[src/rtl/fpu_wb_queue.sv]
// fpu_wb_queue: merges same-cycle FPU results into a FIFO draining one register write per cycle to writeback
module fpu_wb_queue #(
    parameter int NSRC      = 4,
    parameter int DEPTH     = 8,
    parameter int AF_MARGIN = NSRC
) (
    input  logic                     clk,
    input  logic                     rst,
    input  logic                     interlock,
    input  logic [NSRC-1:0]          src_valid,
    input  logic [5*NSRC-1:0]        src_rt,
    input  logic [32*NSRC-1:0]       src_tdata,
    output logic                     out_valid,
    output logic [4:0]               out_rt,
    output logic [31:0]              out_tdata,
    output logic [31:0]              pending,
    output logic                     stall_issue,
    output logic [$clog2(DEPTH):0]   count,
    output logic                     overflow
);
    localparam int AW = $clog2(DEPTH);
    localparam int CW = AW + 1;

    logic [4:0]    mem_rt   [DEPTH];
    logic [31:0]   mem_data [DEPTH];
    logic [AW-1:0] rd_ptr, wr_ptr;
    logic [AW-1:0] waddr [NSRC];
    logic [NSRC-1:0] wen;
    logic [CW-1:0] free, acc, count_next;
    logic          pop, drop;

    assign out_valid  = count != '0;
    assign out_rt     = mem_rt[rd_ptr];
    assign out_tdata  = mem_data[rd_ptr];
    assign pop        = out_valid & ~interlock;
    assign free       = CW'(DEPTH) - count + CW'(pop);
    assign count_next = count - CW'(pop) + acc;

    always_comb begin
        acc  = '0;
        drop = 1'b0;
        for (int i = 0; i < NSRC; i++) begin
            wen[i]   = src_valid[i] && (acc < free);
            waddr[i] = wr_ptr + acc[AW-1:0];
            drop     = drop | (src_valid[i] & ~wen[i]);
            acc      = acc + CW'(wen[i]);
        end
    end

    always_comb begin
        pending = '0;
        for (int j = 0; j < DEPTH; j++)
            if ({1'b0, AW'(AW'(j) - rd_ptr)} < count) pending[mem_rt[j]] = 1'b1;
    end

    always_ff @(posedge clk) begin
        if (rst) begin
            rd_ptr      <= '0;
            wr_ptr      <= '0;
            count       <= '0;
            stall_issue <= 1'b0;
            overflow    <= 1'b0;
        end else begin
            rd_ptr      <= rd_ptr + AW'(pop);
            wr_ptr      <= wr_ptr + acc[AW-1:0];
            count       <= count_next;
            stall_issue <= (CW'(DEPTH) - count_next) <= CW'(AF_MARGIN);
            overflow    <= overflow | drop;
            for (int i = 0; i < NSRC; i++)
                if (wen[i]) begin
                    mem_rt[waddr[i]]   <= src_rt[5*i +: 5];
                    mem_data[waddr[i]] <= src_tdata[32*i +: 32];
                end
        end
    end
endmodule

[config.mk]
export PLATFORM = sky130hd
export DESIGN_NAME = fpu_wb_queue
export DESIGN_NICKNAME = d
export VERILOG_FILES = /design/src/rtl/fpu_wb_queue.sv
export SDC_FILE = /design/constraint.sdc
export NUM_CORES = 1
export LEC_CHECK = 0
export ABC_AREA = 0
export BUFFER_PORTS_ARGS = -buffer_cell sky130_fd_sc_hd__buf_2
export CAP_MARGIN = 0
export CORE_ASPECT_RATIO = 0.5
export CORE_UTILIZATION = 42
export DETAILED_ROUTE_END_ITERATION = 7
export PLACE_DENSITY = 0.62
export SLEW_MARGIN = 10
export SYNTH_ARGS = -nofsm -noshare
export SYNTH_HDL_FRONTEND = slang
export SYNTH_SLANG_ARGS = --single-unit
[constraint.sdc]
create_clock -name clk -period 13.3 [get_ports clk]
set_input_delay 2.66 -clock clk [delete_from_list [all_inputs] [get_ports clk]]
set_output_delay 2.66 -clock clk [all_outputs]
set_load 0.02 [all_outputs]
After elaboration in Yosys (flattened, before gate mapping)
Memory sizes are Yosys's and may differ from the RTL's. A register that Yosys moved wholly into a read port is not among the register bits.
Index checks and enable logic that the tools add are counted.
{"block": "totals", "regBits": 12, "ram_bits": 296, "output_inout_bits": 76, "wordCells": 129, "memories": 2}
{"block": "classes", "addsub": 21, "n_lt_le_gt_ge": 29, "muxes": 38, "bitwise": 21, "n_reduce_logical": 13}
{"memory": "mem_data", "words": 8, "word_bits": 32, "read_ports": 1, "rd_ports_with_merged_regs": 1, "wr": 4, "line": "25", "source": "logic [31:0] mem_data [DEPTH];"}
{"memory": "mem_rt", "words": 8, "word_bits": 5, "read_ports": 9, "rd_ports_with_merged_regs": 1, "wr": 4, "line": "24", "source": "logic [4:0] mem_rt [DEPTH];"}
{"op": "32-bit 2-to-1 mux", "n": 8}
{"op": "32-bit bitwise OR", "n": 7}
{"op": "5-bit by 6-bit < comparator with 1-bit output, second input constant", "n": 8}
{"op": "1-bit demux with 5-bit select", "n": 8}
{"op": "5-bit by 1-bit >= comparator with 1-bit output, second input constant", "n": 8}
{"op": "3-bit by 4-bit < comparator with 1-bit output", "n": 9}
{"op": "1-bit 2-to-1 mux", "n": 20}
{"op": "1-bit logical AND", "n": 12}
{"op": "3-bit subtractor, first input constant", "n": 4}
{"op": "4-bit subtractor, first input constant", "n": 2}
{"op": "3-bit by 1-bit adder with 3-bit output", "n": 2}
{"op": "3-bit adder", "n": 2}
{"op": "3-bit 2-to-1 mux", "n": 2}
{"op": "1-bit by 3-bit subtractor with 3-bit output, first input constant", "n": 2}
{"op": "2-bit by 3-bit subtractor with 3-bit output, first input constant", "n": 2}
{"op": "1-bit AND", "n": 5}
{"op": "1-bit NOT", "n": 5}
{"op": "3-bit by 1-bit adder with 4-bit output", "n": 1}
{"op": "4-bit by 1-bit adder with 4-bit output", "n": 1}
{"op": "4-bit adder", "n": 1}
{"op": "4-bit by 3-bit <= comparator with 1-bit output, second input constant", "n": 1}
{"op": "1-bit by 4-bit < comparator with 1-bit output", "n": 1}
{"op": "1-bit by 4-bit < comparator with 1-bit output, first input constant", "n": 1}
{"op": "2-bit by 4-bit < comparator with 1-bit output", "n": 1}
{"op": "other kinds (6)", "n": 9}

Longest topological paths before layout
Gate-level depths: netlist of the first run.
{"block": "logic_depth", "word_depth": 19, "ltp_mapped": 35}

Worst setup path before layout of the first run
OpenSTA, ideal clock, no wires.
{"block": "synth_timing", "path_type": "in2reg", "from": "input interlock", "to": "register stall_issue", "arrival_time_ns": 9.370, "path_slack_ns": 3.802, "cell_stages": 31, "n_path_buf": 0, "cell_sequence": "or2_2 > ha_1 > inv_1 > ha_1 > nor2b_2 > a31oi_2 > o41ai_1 > inv_1 > ha_1 > ha_1 > o21a_1 > nor2_1 > or3_1 > and2_1 > ha_1 > ha_1 > ha_1 > o21ai_0 > o21bai_2 > a21boi_0 > ha_1 > fa_1 > inv_1 > ha_1 > inv_1 > ha_1 > a21o_1 > a21oi_1 > xnor2_1 > mux2i_1 > nor2_1"}
{"block": "synth_via", "elab_chain_cells": 17}
{"item": "from (decl)", "line": "9", "source": "input logic interlock,"}
{"item": "1-bit NOT (*)", "line": "35", "source": "assign pop = out_valid & ~interlock;"}
{"item": "1-bit AND (*)", "line": "35"}
{"item": "4-bit by 1-bit adder with 4-bit output", "line": "36", "source": "assign free = CW'(DEPTH) - count + CW'(pop);"}
{"item": "1-bit by 4-bit < comparator with 1-bit output", "line": "43", "source": "wen[i] = src_valid[i] && (acc < free);"}
{"item": "1-bit logical AND", "line": "43"}
{"item": "1-bit by 4-bit < comparator with 1-bit output", "line": "43"}
{"item": "1-bit logical AND", "line": "43"}
{"item": "1-bit by 1-bit adder with 2-bit output", "line": "46", "source": "acc = acc + CW'(wen[i]);"}
{"item": "2-bit by 4-bit < comparator with 1-bit output", "line": "43"}
{"item": "1-bit logical AND", "line": "43"}
{"item": "2-bit by 1-bit adder with 3-bit output", "line": "46"}
{"item": "3-bit by 4-bit < comparator with 1-bit output", "line": "43"}
{"item": "1-bit logical AND", "line": "43"}
{"item": "3-bit by 1-bit adder with 4-bit output", "line": "46"}
{"item": "4-bit adder (*)", "line": "37", "source": "assign count_next = count - CW'(pop) + acc;"}
{"item": "4-bit subtractor (*)", "line": "67", "source": "stall_issue <= (CW'(DEPTH) - count_next) <= CW'(AF_MARGIN);"}
{"item": "4-bit by 3-bit <= comparator with 1-bit output (*)", "line": "67"}
{"item": "to (signal assigned)", "line": "67"}
{"item": "to (decl)", "line": "17", "source": "output logic stall_issue,"}
Every way passes the cells marked *; elsewhere a longest branch is shown, timed or not.
A chain may end at the register's enable or synchronous reset.

==> out/results.ini, run 1 <==
[status]
status=complete, no violations

[critical_path]
crit_type=in -> reg
crit_slowest_cell=nor4_4
cp_max_fo=39
cp_top_family=buffers and inverters
cp_data_arrival_time_ps=10800
start_kind=input port
worst-path-buf-inv=9
rr_worst_depth=28
path_depth=28
critPathMaxStageDelay_ps=790
end_kind=flip-flop
cp.required_ps=13480

[final_layout]
area_growth_pct=8.989
layout-drive-gt1-share=0.2382
finalInstanceArea_um2=26230
num-nets-final=2498

[power_and_ir_drop]
intPower_mw=3.352
p_sw_mw=2.959
pwr-share-clk=0.149
p_per_area_nw_per_um2=240.6
ir_worst_vdd_v=0.0001861
p_sw_frac=0.4689
p_total_mw=6.311
leakage_nw=8.128
combPwrFrac=0.554
sequentialPowerShare=0.298

[synth]
avgSynthCellArea_um2=10.47
ys_async_sr_fraction=0
ys_types=82
synth-seq-cells=308
synth_area_um2=24070
synth_nets=2496
synth_ff_type=edfxtp_1
synth_sequential_area_ratio=0.3793
yosys_warnings=0
synthCells=2299
synth_edf_count=296

[floorplan]
coreArea_um2=56100
die_h_um=171.3
die_w_um=340.5
die_area_um2=58320
row_count=61
io_pins=231
start_util=0.4290

[sta]
fin_skew_ps=20.12
fin_ws_ps=2676
fin_crit_sh=0.7988
setup_tns_ps=0
hold_viol=0
rsz0062_at_grt=no
fmax_mhz=94.13
slew_viol_final=0
period_needed_ps=10620
whs_ps=526.1
slew-limit-headroom=0.1637
finalSetupViolCount=0
worst_pin_slew_ps=1247

[grt]
first_global_vias=20690
gr-total-overflow=0
grt_pass1_wl_um=134100
grt_max_degree=44
grt_use_total=0.3040
grt_antenna_before_repair=6

[route]
vias=21133
wl_um=91140
dr.pass1.iters=8
remaining_drc_errors=0
avgRoutedWirePerCell_um=29.56
viasPerCell=6.855
drt.antenna.violating_nets=0
drt_iter0_markers=2463

[placement]
port_buffers=230
place_area_um2=25160
dp_hpwl_um=54450
pre_cts_slack_ps=2284
place_congestion=0.9928

[worst_hold_path]
whs_path_depth=2
hp-class=reg -> reg

[clocking]
htree_levels=2
post_cts_resized=0
clkLatencyLatePin_ps=550
postCtsSetupBuffers=0
cts_buffer_depth=3
numCtsBuffers=34
path_clk_slew_ps=60
hold_buffers=0
cts_tree=yes
cts_root_buf=clkbuf_16
clock-sinks=308

[job]
cap_violations=0

## power groups by stage
stage / sequential (mW) / combinational, mW / clock, mW
2_1_floorplan: 1.73 / 2.42 / 0
3_3_place_gp: 1.88 / 3.36 / 0
3_5_place_dp: 1.89 / 3.42 / 0
4_1_cts: 1.87 / 3.42 / 0.943
5_1_grt: 1.91 / 3.69 / 0.980
6_report: 1.88 / 3.49 / 0.939
## area by class of cell
cell class | instances | area (um2)
fill | 5215 | 29870
multi-input combinational | 1625 | 13360
sequential | 308 | 9138
timing repair buffer | 279 | 1519
tap | 756 | 945.9
clock buffer | 40 | 894.6
inverter | 53 | 198.9
clock inverter | 17 | 158.9
antenna | 5 | 12.51
## worst reg2reg max path, delay by kind of cell, from the launching register on
family | cells | cell delay [ps]
buffers and inverters | 8 | 2230
AOI/OAI and AO/OA | 5 | 1300
DFF | 1 | 980
adders and majority gates | 7 | 2270
and+or+nand+nor | 8 | 2420
## final timing paths
path              startpoint           end  slack, ps
setup / recovery   interlock  mem_rt[5][3]       2680
hold / removal      overflow      overflow        530
setup reg to reg    count[3]  mem_rt[5][3]       3700
hold reg to reg     overflow      overflow        530
## sequential cells by signal, summed over array words and instances, names as in the netlist
name and count:
mem_rt 40, wr_ptr 3, rd_ptr 3, overflow 1
stall_issue 1, count 4, mem_data 256
## logic make-up after synthesis
group,Yosys count,share of synthesized area
and+or+nand+nor,414,0.09358
muxes,371,0.1930
AOI/OAI and AO/OA,781,0.2293
buffers and inverters,366,0.07289
DFF,308,0.3793
xor gates and xnor gates,17,0.008162
adders and majority gates,42,0.02371
## per-stage QoR
step / util / instances
2_1_floorplan: - / 2299
3_3_place_gp: 0.4486 / 3021
3_5_place_dp: 0.4486 / 3021
4_1_cts: 0.4673 / 3078
5_1_grt: 0.4676 / 3083
6_report: 0.4676 / 3083
## layer usage
layer | up-vias | share of wire | GRT usage
met2 | 1481 | 0.46 | 0.4917
met3 | 299 | 0.10 | 0.06222
li1 | 8924 | - | -
met5 | - | 0 | 0
met4 | 0 | 0.043 | 0.1287
met1 | 10429 | 0.40 | 0.3976
## cell usage in the layout (no fill, tap or decap), drive strengths merged, types with 10 or more instances in the layout
cell type	synthesis	final
o21ai	306	306
edfxtp	296	296
mux2i	293	293
a22oi	293	293
buf	180	279
nand2	162	162
mux4	74	74
o22ai	60	60
inv	53	54
nor2	51	51
clkbuf	133	40
ha	36	36
nand3b	26	26
a21oi	24	24
nand3	23	23
nor3	23	23
or3	20	20
nor2b	17	17
o211ai	12	12
o22a	12	12
clkinv	0	12
dfxtp	12	12
nor4	12	12
or3b	11	11
or2	11	11
xnor2	11	11
or4	10	10
nor3b	10	10
## cells in the mapped netlist (13+ instances only)
cell type	count	area, um2
buf_2	93	465.5
mux2i_1	293	2933
clkbuf_1	119	446.7
nand3b_1	26	195.2
nor3_1	17	85.08
o21ai_1	235	1176
inv_1	53	198.9
a22oi_1	243	1824
a22oi_2	50	625.6
ha_1	36	450.4
or3_1	20	125.1
nor2_1	51	191.4
nand3_1	23	115.1
o21ai_2	30	262.8
o21ai_0	41	205.2
nor2b_1	16	100.1
buf_4	33	247.7
o22ai_1	60	375.4
buf_1	38	142.6
mux4_2	74	1667
a21oi_1	22	110.1
nand2_1	162	608.1
edfxtp_1	296	8889
clkbuf_2	13	65.06
buf_6	16	180.2
(Power assumes the default switching activity.)
==> run 2, diff against run 1 <==
--- a/config.mk
+++ b/config.mk
@@ -11,7 +11,7 @@
 export CORE_ASPECT_RATIO = 0.5
 export CORE_UTILIZATION = 42
 export DETAILED_ROUTE_END_ITERATION = 7
-export PLACE_DENSITY = 0.62
+export PLACE_DENSITY = 0.64
 export SLEW_MARGIN = 10
 export SYNTH_ARGS = -nofsm -noshare
 export SYNTH_HDL_FRONTEND = slang
==> constraint.sdc (replaced) <==
create_clock -name clk -period 9 [get_ports clk]
set_input_delay 1.8 -clock clk [delete_from_list [all_inputs] [get_ports clk]]
set_output_delay 1.8 -clock clk [all_outputs]
set_load 0.02 [all_outputs]
==> run 2 against run 1 <==
Against the previous run:
- global-route usage increased by 0.55 points
- flip-flop and latch count unchanged
- clock-buffer cell count increased by 4
- critical path type unchanged
==> out/results.ini, run 2 (synthesis gave the netlist of run 1 again) <==
[status]
status=complete, no violations

[power_and_ir_drop]
pwr-share-clk=0.150
sequentialPowerShare=0.291
p_total_mw=9.502
combPwrFrac=0.560
p_per_area_nw_per_um2=358.0
leakage_nw=8.269
p_sw_frac=0.4692
intPower_mw=5.043
ir_worst_vdd_v=0.0002561
p_sw_mw=4.459

[placement]
place_area_um2=25410
dp_hpwl_um=54710
pre_cts_slack_ps=347.2
port_buffers=230
placed_cells=3040
place_congestion=1.005

[sta]
fmax_mhz=122.4
slew-limit-headroom=0.1561
whs_ps=539.5
fin_crit_sh=0.9076
fin_ws_ps=831.5
slew_viol_final=0
worst_pin_slew_ps=1260
hold_viol=0
finalSetupViolCount=0
rsz0062_at_grt=no
period_needed_ps=8168
fin_skew_ps=18.71
setup_tns_ps=0

[route]
viasPerCell=6.908
drt_iter0_markers=3099
wl_um=93210
drt.antenna.violating_nets=0
vias=21552
dr.pass1.iters=6
avgRoutedWirePerCell_um=29.88
remaining_drc_errors=0

[grt]
first_global_vias=20704
grt_pass1_wl_um=135800
grt_max_degree=52
grt_antenna_before_repair=18
gr-total-overflow=0
grt_use_total=0.3095

[final_layout]
largest_reg_flops=256
final_cell_mix=296 x edfxtp_1, 293 x mux2i_1, 243 x a22oi_1
final_util=0.4732
layout-drive-gt1-share=0.2464
seqCellArea_um2=9138
multi_input_area_um2=13360
num-nets-final=2518
nFillCells=5178
area_growth_pct=10.29
final_common_cell=edfxtp_1
finalInstanceArea_um2=26540
layoutNonFillerInstCount=3120

[clocking]
cts_tree=yes
htree_levels=2
clock-sinks=308
numCtsBuffers=35
post_cts_resized=0
cts_buffer_depth=3
path_clk_slew_ps=60
clkLatencyLatePin_ps=550
hold_buffers=0
cts_root_buf=clkbuf_16
postCtsSetupBuffers=0

[critical_path]
critPathMaxStageDelay_ps=920
cp_max_fo=23
worst-path-buf-inv=8
critPathLaunch=interlock
end_kind=flip-flop
rr_worst_depth=27
r2r_setup_slack_ps=1600
timing.rr.end=mem_data[1][21]
reg2reg_from=count[0]
cp.required_ps=9390
cp_top_family=adder cells
crit_type=in -> reg
crit_slowest_cell=nor4_4
start_kind=input port
cp_data_arrival_time_ps=8560
cpMostUsedCell=inv_1

[floorplan]
start_util=0.4290
die_h_um=171.3
io_pins=231
row_count=61
coreArea_um2=56100
die_area_um2=58320
die_w_um=340.5

[worst_hold_path]
holdCritStartpoint=overflow
hp-class=reg -> reg
min_to=overflow
whs_path_depth=2

[job]
cap_violations=0

==> run 2: cell count changes in the layout (fill, tap and decap cells not counted), sizes merged <==
cell      previous run  this run
diode                5        18
clkbuf              40        44
bufinv               3         2
clkinvlp             1         3
buf                279       298
inv                 54        56
clkinv              12        10
==> run 2: how the worst max path moves through the flow <==
stage	to	slack (ps)	depth (start not counted)
after detailed placement	mem_data[1][21]	350	27
after floorplan	stall_issue	360	31
after global routing	mem_data[1][21]	480	27
final	mem_data[1][21]	830	27
after global placement	mem_data[1][21]	530	27
after CTS	mem_data[1][21]	900	27
==> run 2: metal layers <==
layer | wire length (um) | up-vias | track usage
li1 | - | 8949 | -
met5 | 13 | - | 0
met3 | 11670 | 349 | 0.06333
met1 | 35430 | 10511 | 0.4076
met2 | 41390 | 1741 | 0.4847
met4 | 4713 | 2 | 0.1587
==> run 2: area by class of cell <==
cell class / instances / area share
antenna: 18 / 0.001697
clock inverter: 18 / 0.005704
timing repair buffer: 298 / 0.06637
tap: 756 / 0.03564
inverter: 53 / 0.007495
sequential: 308 / 0.3443
clock buffer: 44 / 0.03545
multi-input combinational: 1625 / 0.5034
==> run 2: power groups by stage <==
stage               combinational (mW)  clock (mW)  sequential, mW
floorplan                         3.58           0            2.55
global placement                  5.14           0            2.75
detailed placement                5.18           0            2.77
CTS                               5.20        1.43            2.74
global route                      5.60        1.48            2.79
finish                            5.32        1.42            2.76
==> run 2: worst min-delay path, delay by kind of cell, from the launching register on <==
family          cells  cell delay [ps]
flops               1              310
compound gates      2              170
